<file path="src/rtl/pipe_pkg.sv">
// Shared types and helpers for the pipeline control chain.
package pipe_pkg;

  // Event counter width.
  localparam int CNT_W = 16;

  // Stage entries carry payload/address at these maximum widths; the top
  // zero-extends on entry and slices back down on the way out.
  localparam int MAX_DATA_W = 64;
  localparam int MAX_REG_AW = 8;

  typedef struct packed {
    logic                  valid;
    logic                  wr;
    logic [MAX_REG_AW-1:0] dest;
    logic [MAX_DATA_W-1:0] data;
  } stage_ent_t;

  // Width of a stage index (at least one bit).
  function automatic int STAGE_IDX_W(input int n);
    return (n <= 1) ? 1 : $clog2(n);
  endfunction

  // Saturating increment for the event counters.
  function automatic logic [CNT_W-1:0] sat_inc(input logic [CNT_W-1:0] v);
    return (v == {CNT_W{1'b1}}) ? v : v + 1'b1;
  endfunction

endpackage

</file>
<file path="src/rtl/pipe_stage_reg.sv">
// One pipeline stage register: flush > hold > bubble > advance.
module pipe_stage_reg
  import pipe_pkg::*;
(
  input  logic       clk_i,
  input  logic       rst_i,
  input  logic       flush_i,
  input  logic       hold_i,
  input  logic       bubble_i,
  input  stage_ent_t d_i,
  output stage_ent_t q_o
);

  stage_ent_t ent_q;

  // Stage update in priority order; flush and bubble only drop valid.
  always_ff @(posedge clk_i) begin
    if (rst_i) begin
      ent_q <= '0;
    end else if (flush_i) begin
      ent_q.valid <= 1'b0;
    end else if (!hold_i) begin
      if (bubble_i) ent_q.valid <= 1'b0;
      else          ent_q       <= d_i;
    end
  end

  assign q_o = ent_q;

endmodule

</file>
<file path="src/rtl/pipe_ctrl_chain.sv">
// Pipeline control chain: stall propagation, per-stage flush, bubble
// insertion, combinational operand forwarding and saturating event counters.
// DATA_W must not exceed MAX_DATA_W and REG_AW must not exceed MAX_REG_AW.
module pipe_ctrl_chain
  import pipe_pkg::*;
#(
  parameter int DATA_W = 32,
  parameter int STAGES = 4,
  parameter int REG_AW = 5
) (
  input  logic                           clk,
  input  logic                           rst,
  input  logic                           in_valid,
  input  logic [DATA_W-1:0]              in_data,
  input  logic [REG_AW-1:0]              in_dest,
  input  logic                           in_wr,
  output logic                           in_ready,
  input  logic [STAGES-1:0]              stall_req,
  input  logic [STAGES-1:0]              flush,
  output logic                           out_valid,
  output logic [DATA_W-1:0]              out_data,
  output logic [REG_AW-1:0]              out_dest,
  output logic                           out_wr,
  input  logic [REG_AW-1:0]              src_a,
  input  logic [REG_AW-1:0]              src_b,
  output logic                           fwd_a_hit,
  output logic                           fwd_b_hit,
  output logic [STAGE_IDX_W(STAGES)-1:0] fwd_a_stage,
  output logic [STAGE_IDX_W(STAGES)-1:0] fwd_b_stage,
  output logic [DATA_W-1:0]              fwd_a_data,
  output logic [DATA_W-1:0]              fwd_b_data,
  input  logic                           cnt_clr,
  output logic [CNT_W-1:0]               stall_cnt,
  output logic [CNT_W-1:0]               bubble_cnt,
  output logic [CNT_W-1:0]               flush_cnt
);

  localparam int SW = STAGE_IDX_W(STAGES);

  stage_ent_t [STAGES-1:0] stg_q;
  stage_ent_t [STAGES-1:0] stg_d;
  logic       [STAGES-1:0] hold;
  logic       [STAGES-1:0] bubble;
  logic                    bubble_ev;

  logic [CNT_W-1:0] stall_cnt_q,  stall_cnt_d;
  logic [CNT_W-1:0] bubble_cnt_q, bubble_cnt_d;
  logic [CNT_W-1:0] flush_cnt_q,  flush_cnt_d;

  // A stall anywhere freezes that stage and everything younger; the first
  // unheld stage past a held one receives a bubble.
  genvar g;
  generate
    for (g = 0; g < STAGES; g++) begin : g_stage
      assign hold[g] = |stall_req[STAGES-1:g];

      if (g == 0) begin : g_head
        assign bubble[g] = 1'b0;
        assign stg_d[g]  = '{valid: in_valid & in_ready,
                             wr:    in_wr,
                             dest:  MAX_REG_AW'(in_dest),
                             data:  MAX_DATA_W'(in_data)};
      end else begin : g_body
        assign bubble[g] = hold[g-1] & ~hold[g];
        assign stg_d[g]  = stg_q[g-1];
      end

      pipe_stage_reg u_stage (
        .clk_i    (clk),
        .rst_i    (rst),
        .flush_i  (flush[g]),
        .hold_i   (hold[g]),
        .bubble_i (bubble[g]),
        .d_i      (stg_d[g]),
        .q_o      (stg_q[g])
      );
    end
  endgenerate

  assign in_ready = ~hold[0] & ~flush[0];

  // Oldest stage drives the output port directly.
  assign out_valid = stg_q[STAGES-1].valid;
  assign out_wr    = stg_q[STAGES-1].valid & stg_q[STAGES-1].wr;
  assign out_data  = stg_q[STAGES-1].data[DATA_W-1:0];
  assign out_dest  = stg_q[STAGES-1].dest[REG_AW-1:0];

  // Upper payload/address bits exist only to fit the shared entry type.
  logic unused_ent;
  assign unused_ent = ^stg_q;

  // Forwarding: youngest matching writer wins, so scan oldest-to-youngest
  // and let each later match override. Register 0 never forwards.
  always_comb begin
    fwd_a_hit   = 1'b0;
    fwd_a_stage = '0;
    fwd_a_data  = '0;
    fwd_b_hit   = 1'b0;
    fwd_b_stage = '0;
    fwd_b_data  = '0;
    for (int i = STAGES-1; i >= 0; i--) begin
      if (stg_q[i].valid && stg_q[i].wr && (src_a != '0) &&
          (stg_q[i].dest == MAX_REG_AW'(src_a))) begin
        fwd_a_hit   = 1'b1;
        fwd_a_stage = SW'(i);
        fwd_a_data  = stg_q[i].data[DATA_W-1:0];
      end
      if (stg_q[i].valid && stg_q[i].wr && (src_b != '0) &&
          (stg_q[i].dest == MAX_REG_AW'(src_b))) begin
        fwd_b_hit   = 1'b1;
        fwd_b_stage = SW'(i);
        fwd_b_data  = stg_q[i].data[DATA_W-1:0];
      end
    end
  end

  // A bubble that coincides with a flush of the same stage is not inserted.
  assign bubble_ev = |(bubble & ~flush);

  // Counter next-state: clear wins over increment, increments saturate.
  always_comb begin
    stall_cnt_d  = stall_cnt_q;
    bubble_cnt_d = bubble_cnt_q;
    flush_cnt_d  = flush_cnt_q;
    if (cnt_clr) begin
      stall_cnt_d  = '0;
      bubble_cnt_d = '0;
      flush_cnt_d  = '0;
    end else begin
      if (hold[0])        stall_cnt_d  = sat_inc(stall_cnt_q);
      if (bubble_ev)      bubble_cnt_d = sat_inc(bubble_cnt_q);
      if (flush != '0)    flush_cnt_d  = sat_inc(flush_cnt_q);
    end
  end

  // Counter registers.
  always_ff @(posedge clk) begin
    if (rst) begin
      stall_cnt_q  <= '0;
      bubble_cnt_q <= '0;
      flush_cnt_q  <= '0;
    end else begin
      stall_cnt_q  <= stall_cnt_d;
      bubble_cnt_q <= bubble_cnt_d;
      flush_cnt_q  <= flush_cnt_d;
    end
  end

  assign stall_cnt  = stall_cnt_q;
  assign bubble_cnt = bubble_cnt_q;
  assign flush_cnt  = flush_cnt_q;

endmodule

</file>
<file path="config.mk">
export PLATFORM = sky130hd
export DESIGN_NAME = pipe_ctrl_chain
export DESIGN_NICKNAME = d
export VERILOG_FILES = /design/src/rtl/pipe_pkg.sv /design/src/rtl/pipe_stage_reg.sv /design/src/rtl/pipe_ctrl_chain.sv
export SDC_FILE = /design/constraint.sdc
export NUM_CORES = 1
export LEC_CHECK = 0
export CAP_MARGIN = 20
export CORE_MARGIN = 4
export CORE_UTILIZATION = 25
export DETAILED_ROUTE_END_ITERATION = 10
export GPL_TIMING_DRIVEN = 0
export PLACE_DENSITY_LB_ADDON = 0.08
export SKIP_CTS_REPAIR_TIMING = 1
export SLEW_MARGIN = 20
export SYNTH_ARGS = -nofsm -noshare
export SYNTH_HDL_FRONTEND = slang
export SYNTH_HIERARCHICAL = 1
export SYNTH_SLANG_ARGS = --single-unit
</file>
<file path="constraint.sdc">
create_clock -name clk -period 7.3 [get_ports clk]
set_input_delay 1.46 -clock clk [delete_from_list [all_inputs] [get_ports clk]]
set_output_delay 1.46 -clock clk [all_outputs]
set_load 0.05 [all_outputs]
</file>
==> run_results.csv, run 1 <==
group,metric,value,unit
route,drc,0,
logic_synthesis,syn_area,0.01419,mm2
place,gp_congestion,0.9023,
critical_path,cp.depth,9,
floorplan,ios,218,
finish,final_nets,2075,
sta,slew_violations,0,
critical_path,critPathBufInv,4,
route,routed_wirelength,64240,um
floorplan,core_area,0.05628,mm2
critical_path,crit_chain,"buf_2 > nor3_1 > and2_1 > buf_2 > nor4_2 > clkbuf_1 > a311oi_1 > o21ai_0 > clkdlybuf4s50_1",
place,portBuffers,207,
place,placedInstanceArea,0.01724,mm2
route,avgRoutedWirePerCell,23.03,um
critical_path,cp-start-kind,"primary input",
logic_synthesis,synth_area_per_cell,8.024,um2
critical_path,crit_type,"primary input to primary output",
finish,synthToLayoutAreaGrowth,28.15,%
clock_tree,cts-htree-levels,1,
floorplan,fp.dieH,246.3,um
critical_path,worstPathMaxFanout,10,
critical_path,cp_top_family,"buffers and inverters",
critical_path,max_stage_delay,0.93,ns
critical_path,cp.required,5.84,ns
place,dpl.hpwl,52250,um
logic_synthesis,yosys_warnings,6,
finish,final_cells,2789,
route,detail_route.first_pass.iterations,6,
global_route,antenna_found_initial,2,
critical_path,critPathMostFrequentCell,"buf_2",
critical_path,cp-end-kind,"primary output",
sta,tightest_slew,0.9280,ns
sta,finalCritPeriodShare,0.9082,
outcome,status,"complete, no violations",
critical_path,cp.arrival,5.17,ns
clock_tree,cts_max_path_buffers,3,
global_route,grt-ovfl-total,0,
critical_path,startpoint,"src_a[0]",
critical_path,reg2reg_depth,7,
floorplan,core.rowCount,87,
critical_path,r2r_start,"flush_cnt[0]$_SDFFE_PP0P_",
clock_tree,cts_tree,"done",
finish,fin_area,0.01819,mm2
finish,final_cell_mix,"216 x dfxtp_1, 207 x clkdlybuf4s50_1, 180 x clkbuf_1",
global_route,grt_max_degree,16,
sta,fin_skew,0.02122,ns
sta,worst_slack,0.6699,ns
floorplan,die_area,0.06065,mm2
floorplan,die-width,246.3,um
power_and_ir_drop,leakage,5.355,nW
floorplan,initial_core_util,0.2522,
sta,maxSlewHeadroom,0.3762,
clock_tree,root_buffer,"clkbuf_16",
global_route,grt_usage,0.2026,
finish,fillerInstances,6076,
finish,final_core_util,0.3232,
route,drtIter0Drc,1317,
min_path,hp-class,"flip-flop to flip-flop",
sta,finalHoldViolCount,0,
route,ant_nets,0,
power_and_ir_drop,power.density,155.8,mW/mm2
clock_tree,cts_buffers,29,
power_and_ir_drop,power.total,2.833,mW
clock_tree,clk-insertion-delay-late,0.59,ns
power_and_ir_drop,ir_drop,0.1351,mV
sta,fmax,0.1508,GHz
route,num_vias,15000,
critical_path,ff2ff_setup_slack,5.00,ns
place,dp_cells,2737,
critical_path,crit_path_end,"fwd_a_data[10]",
sta,fin_crit,6.630,ns
sta,grt_setup_unrepaired,"no",
clock_tree,clock_sinks,216,
sta,hold_ws,0.4876,ns
route,vias_per_cell,5.378,
critical_path,r2r_end,"flush_cnt[0]$_SDFFE_PP0P_",
critical_path,crit_path_top_delay_cell,"clkdlybuf4s50_1",
flow_run,maxCapViolations,0,
global_route,grt_pass1_wl,94430,um
clock_tree,path_clk_slew,0.06,ns
sta,finalSetupTns,0,ns
finish,mostFrequentLayoutCell,"dfxtp_1",
global_route,grt_pass1_vias,14460,
place,place_ws,0.8278,ns
sta,setup_viol,0,
finish,drive_above_1_share,0.07927,
logic_synthesis,syn_inst,1769,
==> report_power, final <==
part | switching, mW | internal, mW
sequential | 0.00477 | 1.18
clock | 0.577 | 0.822
combinational | 0.168 | 0.0794
total | 0.750 | 2.08
==> layout make-up <==
class / instances / area (um2) / share of cell area
Clock inverter: 12 / 107.6 / 0.005916
Tap cell: 756 / 945.9 / 0.05201
Buffer: 263 / 1336 / 0.07347
Inverter: 38 / 142.6 / 0.007842
Sequential cell: 216 / 4324 / 0.2377
Multi-Input combinational cell: 1257 / 8436 / 0.4638
Antenna cell: 2 / 5.005 / 0.0002752
Clock buffer: 38 / 819.5 / 0.04506
Timing Repair Buffer: 207 / 2072 / 0.1139
==> how the worst min path moves through the flow <==
| stage | startpoint | end | cells after the start | slack, ns |
|---|---|---|---|---|
| floorplan | g_stage[0].u_stage/q_o[73]$_SDFFE_PP0N_ | g_stage[0].u_stage/q_o[73]$_SDFFE_PP0N_ | 2 | 0.44 |
| global placement | g_stage[3].u_stage/q_o[71]$_SDFFE_PP0P_ | g_stage[3].u_stage/q_o[71]$_SDFFE_PP0P_ | 2 | 0.48 |
| detailed placement | g_stage[2].u_stage/q_o[71]$_SDFFE_PP0P_ | g_stage[2].u_stage/q_o[71]$_SDFFE_PP0P_ | 2 | 0.49 |
| CTS | g_stage[2].u_stage/q_o[71]$_SDFFE_PP0P_ | g_stage[2].u_stage/q_o[71]$_SDFFE_PP0P_ | 2 | 0.49 |
| global route | g_stage[2].u_stage/q_o[71]$_SDFFE_PP0P_ | g_stage[2].u_stage/q_o[71]$_SDFFE_PP0P_ | 2 | 0.50 |
| finish | g_stage[2].u_stage/q_o[71]$_SDFFE_PP0P_ | g_stage[2].u_stage/q_o[71]$_SDFFE_PP0P_ | 2 | 0.49 |
==> layer usage <==
metal  routed length, um  up-vias  global-route usage
met5                   0        -                   0
met4                1402        0             0.04472
met3                3165       63             0.02155
met2               29020      439              0.3278
met1               30650     7268              0.2907
li1                    -     7230                   -
==> tightest hold or removal path, stage by stage (launching register included) <==
cell and delay [ns]:
dfxtp_1 0.32, o31ai_1 0.06, a21oi_1 0.06
==> state kept, by name, indices dropped and copies added, names as in the netlist <==
register and count:
bubble_cnt 16, flush_cnt 16, g_stage.u_stage/q_o 168, stall_cnt 16
(Power assumes the default switching activity.)
==> run 2: changes to the inputs <==
Settings changed: GPL_TIMING_DRIVEN 0 to not set.
==> run 2 against run 1 <==
Die area unchanged. Clock skew decreased by 0.0061 ns. Via count fell by 3.6%. Wire length fell by 2.6%. Utilization is 1.2 points lower. Final area shrank 3.7%. Power increased by 4.6%. Final cell count fell by 7.4%. Critical path depth shrank 1. Critical path type unchanged. Largest power group unchanged.
==> run_results.csv, run 2 (synthesis gave the netlist of run 1 again) <==
group,metric,value,unit
route,routed_wirelength,62590,um
global_route,grt_max_degree,91,
finish,synthToLayoutAreaGrowth,23.43,%
critical_path,crit_type,"primary input to primary output",
global_route,grt_pass1_wl,92430,um
finish,regArea,0.004324,mm2
power_and_ir_drop,p_clk_frac,0.526,
finish,final_cell_mix,"216 x dfxtp_1, 178 x a21oi_1, 167 x o31ai_1",
clock_tree,clock_sinks,216,
clock_tree,clk-insertion-delay-late,0.59,ns
clock_tree,root_buffer,"clkbuf_16",
global_route,grt_usage,0.1970,
floorplan,core.rowCount,87,
sta,maxSlewHeadroom,0.1554,
finish,diodes,0,
sta,fin_crit,6.382,ns
sta,worst_slack,0.9185,ns
finish,drive_above_1_share,0.1057,
floorplan,ios,218,
power_and_ir_drop,p_sw,0.7726,mW
critical_path,r2r_start,"bubble_cnt[11]$_SDFFE_PP0P_",
place,gp_congestion,0.9050,
sta,fmax,0.1567,GHz
critical_path,cp-end-kind,"primary output",
sta,finalSetupTns,0,ns
finish,largest_register_ffs,168,
critical_path,ff2ff_setup_slack,5.19,ns
place,dpl.hpwl,43670,um
power_and_ir_drop,seqPwrFrac,0.401,
route,vias_per_cell,5.599,
sta,tightest_slew,1.262,ns
sta,setup_viol,0,
route,avgRoutedWirePerCell,24.24,um
outcome,status,"complete, no violations",
global_route,grt-ovfl-total,0,
clock_tree,cts-htree-levels,1,
sta,slew_violations,0,
power_and_ir_drop,p_int,2.190,mW
power_and_ir_drop,ir_drop,0.1764,mV
power_and_ir_drop,power.density,169.1,mW/mm2
flow_run,maxCapViolations,0,
power_and_ir_drop,swShare,0.2607,
clock_tree,cts_max_path_buffers,3,
floorplan,die_area,0.06065,mm2
power_and_ir_drop,p_comb_frac,0.074,
route,drtIter0Drc,1699,
critical_path,startpoint,"src_a[1]",
critical_path,crit_path_end,"fwd_a_data[4]",
finish,multi_input_area,0.008506,mm2
place,place_ws,1.021,ns
route,num_vias,14460,
floorplan,initial_core_util,0.2522,
critical_path,cp.required,5.84,ns
route,ant_nets,0,
critical_path,worstPathMaxFanout,18,
global_route,grt_pass1_vias,13230,
critical_path,reg2reg_depth,5,
place,portBuffers,217,
global_route,antenna_found_initial,2,
critical_path,r2r_end,"bubble_cnt[15]$_SDFFE_PP0P_",
finish,mostFrequentLayoutCell,"dfxtp_1",
critical_path,cp-start-kind,"primary input",
power_and_ir_drop,leakage,5.178,nW
clock_tree,path_clk_slew,0.06,ns
floorplan,core_area,0.05628,mm2
clock_tree,cts_buffers,29,
sta,fin_skew,0.01512,ns
floorplan,die-width,246.3,um
clock_tree,cts_tree,"done",
min_path,hp-class,"flip-flop to flip-flop",
critical_path,cp.arrival,4.92,ns
finish,final_nets,1867,
finish,fillerInstances,5981,
sta,grt_setup_unrepaired,"no",
sta,finalCritPeriodShare,0.8742,
floorplan,fp.dieH,246.3,um
route,drc,0,
route,detail_route.first_pass.iterations,6,
sta,finalHoldViolCount,0,
==> run 2: cell count changes in the layout (fill, tap and decap cells not counted), sizes merged <==
cell           change
buf               +19
clkdlybuf4s50     -50
clkinvlp           +4
inv                +1
clkbuf           -175
bufinv             +3
clkinv             -7
diode              -2
==> run 2: power by group through the flow <==
stage / Sequential [mW] / Combinational, mW / Clock [mW]
after floorplan: 1.22 / 0.147 / 0
after global placement: 1.21 / 0.214 / 0
after detailed placement: 1.21 / 0.215 / 0
after CTS: 1.19 / 0.215 / 1.60
after global routing: 1.19 / 0.234 / 1.64
final: 1.19 / 0.218 / 1.56
==> run 2: worst max-delay path, cell delays in order <==
cell and delay (ns):
clkdlybuf4s50_1 0.74, nor3_1 0.13, and2_1 0.19, or4_1 0.91, buf_4 0.32, a311oi_1 0.45, o21ai_0 0.43, buf_12 0.27
==> run 2: area by class of cell <==
| class | count | area share |
|---|---|---|
| clock buffers | 40 | 0.04835 |
| clock inverters | 13 | 0.01107 |
| inverters | 38 | 0.008142 |
| multi-input cells | 1257 | 0.4855 |
| flip-flops and latches | 216 | 0.2468 |
| well taps | 756 | 0.05399 |
| repair buffers | 262 | 0.1461 |
==> run 2: worst min path at each step <==
stage | startpoint | endpoint | slack (ns) | cells after the start
after floorplan | g_stage[0].u_stage/q_o[73]$_SDFFE_PP0N_ | g_stage[0].u_stage/q_o[73]$_SDFFE_PP0N_ | 0.44 | 2
after global placement | g_stage[3].u_stage/q_o[72]$_SDFFE_PP0P_ | g_stage[3].u_stage/q_o[72]$_SDFFE_PP0P_ | 0.46 | 2
after detailed placement | g_stage[2].u_stage/q_o[73]$_SDFFE_PP0N_ | g_stage[2].u_stage/q_o[73]$_SDFFE_PP0N_ | 0.46 | 2
after CTS | g_stage[2].u_stage/q_o[73]$_SDFFE_PP0N_ | g_stage[2].u_stage/q_o[73]$_SDFFE_PP0N_ | 0.47 | 2
after global routing | g_stage[1].u_stage/q_o[73]$_SDFFE_PP0N_ | g_stage[1].u_stage/q_o[73]$_SDFFE_PP0N_ | 0.51 | 2
final | g_stage[2].u_stage/q_o[73]$_SDFFE_PP0N_ | g_stage[2].u_stage/q_o[73]$_SDFFE_PP0N_ | 0.47 | 2
==> run 2: metrics by stage <==
step,total power [mW],utilization,hold slack [ns],instance area (um2),std cells
finish,2.963,0.3113,0.4694,17520,2582
global route,3.065,0.3113,0.5078,17520,2582
CTS,3.006,0.3112,0.4715,17510,2582
detailed placement,1.428,0.2927,0.4597,16470,2529
global placement,1.427,0.2926,0.4644,16460,2529
floorplan,1.362,-,0.4445,14210,1774
==> run 2: routing by layer <==
metal / vias up / part of all wire / GRT usage
met5: - / 0.00019 / 0
li1: 6860 / - / -
met2: 549 / 0.39 / 0.2644
met3: 70 / 0.085 / 0.04168
met1: 6975 / 0.51 / 0.3177
met4: 2 / 0.019 / 0.03454
==> run 3: changes to the inputs <==
Settings changed: CORE_MARGIN 4 to not set.
==> run 3 against run 2 <==
Final cell count fell by 0.31%. Clock power decreased by 6%. Sequential power about the same. Clock-buffer cell count shrank 2. Largest cell class unchanged. Flip-flop and latch count is the same. Clock skew about the same. Worst setup slack got worse by 0.065 ns. Global-route usage grew 1.5 points.
==> run_results.csv, run 3 (synthesis gave the netlist of run 1 again) <==
group,metric,value,unit
floorplan,core_area,0.05563,mm2
finish,drive_above_1_share,0.1047,
route,drtIter0Drc,1338,
power_and_ir_drop,leakage,5.176,nW
flow_run,maxCapViolations,0,
critical_path,worstPathMaxFanout,15,
clock_tree,clk-insertion-delay-late,0.58,ns
floorplan,ios,218,
sta,slew_violations,0,
floorplan,die-width,240.3,um
power_and_ir_drop,power.density,163.6,mW/mm2
power_and_ir_drop,seqPwrFrac,0.414,
route,detail_route.first_pass.iterations,5,
finish,final_cell_mix,"216 x dfxtp_1, 178 x a21oi_1, 167 x o31ai_1",
finish,mostFrequentLayoutCell,"dfxtp_1",
place,portBuffers,217,
global_route,grt-ovfl-total,0,
min_path,hp-class,"flip-flop to flip-flop",
place,dpl.hpwl,43110,um
critical_path,cp-end-kind,"primary output",
sta,fmax,0.1551,GHz
clock_tree,path_clk_slew,0.06,ns
route,drc,0,
sta,fin_crit,6.447,ns
finish,synthToLayoutAreaGrowth,23.46,%
sta,grt_setup_unrepaired,"no",
global_route,grt_usage,0.2117,
sta,finalCritPeriodShare,0.8831,
route,ant_nets,0,
critical_path,crit_type,"primary input to primary output",
global_route,grt_pass1_wl,92850,um
floorplan,initial_core_util,0.2551,
floorplan,die_area,0.05773,mm2
clock_tree,cts_max_path_buffers,3,
critical_path,cp-start-kind,"primary input",
power_and_ir_drop,p_clk_frac,0.511,
global_route,grt_pass1_vias,13280,
critical_path,cp.arrival,4.99,ns
sta,setup_viol,0,
route,vias_per_cell,5.611,
sta,fin_skew,0.01498,ns
floorplan,core.rowCount,86,
power_and_ir_drop,p_comb_frac,0.075,
power_and_ir_drop,p_sw,0.7564,mW
finish,fillerInstances,5896,
floorplan,fp.dieH,240.3,um
power_and_ir_drop,p_int,2.110,mW
outcome,status,"complete, no violations",
clock_tree,cts_buffers,28,
clock_tree,root_buffer,"clkbuf_16",
clock_tree,clock_sinks,216,
place,place_ws,0.8648,ns
place,gp_congestion,0.8529,
finish,fin_area,0.01752,mm2
route,avgRoutedWirePerCell,24.22,um
global_route,grt_max_degree,91,
sta,finalHoldViolCount,0,
place,placedInstanceArea,0.01655,mm2
finish,largest_register_ffs,168,
sta,maxSlewHeadroom,0.2936,
power_and_ir_drop,power.total,2.867,mW
critical_path,cp.required,5.84,ns
sta,worst_slack,0.8532,ns
finish,final_nets,1867,
clock_tree,cts-htree-levels,1,
route,num_vias,14440,
power_and_ir_drop,swShare,0.2639,
sta,tightest_slew,1.057,ns
power_and_ir_drop,ir_drop,0.1722,mV
route,routed_wirelength,62350,um
clock_tree,cts_tree,"done",
sta,finalSetupTns,0,ns
global_route,antenna_found_initial,0,
-- run 3: per-stage QoR --
stage	hold slack, ns	std cells	util
floorplan	0.4445	1774	-
global placement	0.4657	2522	0.2974
detailed placement	0.4744	2522	0.2974
CTS	0.4834	2573	0.3149
global route	0.5082	2573	0.3149
finish	0.4788	2574	0.3150
-- run 3: layout make-up --
| class | instances | area, um2 | share of cell area |
|---|---|---|---|
| flip-flops and latches | 216 | 4324 | 0.2468 |
| clock inverters | 13 | 170.2 | 0.009711 |
| diodes | 1 | 2.502 | 0.0001428 |
| clock buffers | 38 | 798.3 | 0.04556 |
| repair buffers | 263 | 2655 | 0.1515 |
| well taps | 748 | 935.9 | 0.05341 |
| multi-input cells | 1257 | 8494 | 0.4848 |
| inverters | 38 | 142.6 | 0.008140 |
-- run 3: routing by layer --
layer / part of all wire / vias to the layer above / global-route usage
met5: 0 / - / 0
met4: 0.011 / 0 / 0.02914
met3: 0.065 / 37 / 0.03169
met2: 0.40 / 463 / 0.2853
met1: 0.52 / 7096 / 0.3468
li1: - / 6848 / -
-- run 3: path summary, 6_finish.rpt --
path,startpoint,endpoint,cells past startpoint,slack (ns)
worst max-delay path,src_b[0],fwd_b_data[21],8,0.85
worst min-delay path,g_stage[3].u_stage/q_o[73]$_SDFFE_PP0N_,g_stage[3].u_stage/q_o[73]$_SDFFE_PP0N_,2,0.48
worst max register to register,bubble_cnt[11]$_SDFFE_PP0P_,bubble_cnt[13]$_SDFFE_PP0P_,5,5.21
worst min register to register,g_stage[3].u_stage/q_o[73]$_SDFFE_PP0N_,g_stage[3].u_stage/q_o[73]$_SDFFE_PP0N_,2,0.48
-- run 3: power groups by stage --
stage          clock network, mW  logic, mW  registers, mW
2_1_floorplan                  0      0.147           1.22
3_3_place_gp                   0      0.212           1.21
3_5_place_dp                   0      0.213           1.21
4_1_cts                     1.51      0.214           1.19
5_1_grt                     1.55      0.233           1.19
6_report                    1.46      0.216           1.19
-- run 3: critical path, stage by stage --
cell             delay (ns)
clkdlybuf4s50_1        0.73
xnor2_1                0.17
nand3_1                0.66
buf_4                  0.42
nor2_1                 0.22
a311oi_2               0.14
o21ai_1                0.28
clkdlybuf4s50_1        0.88
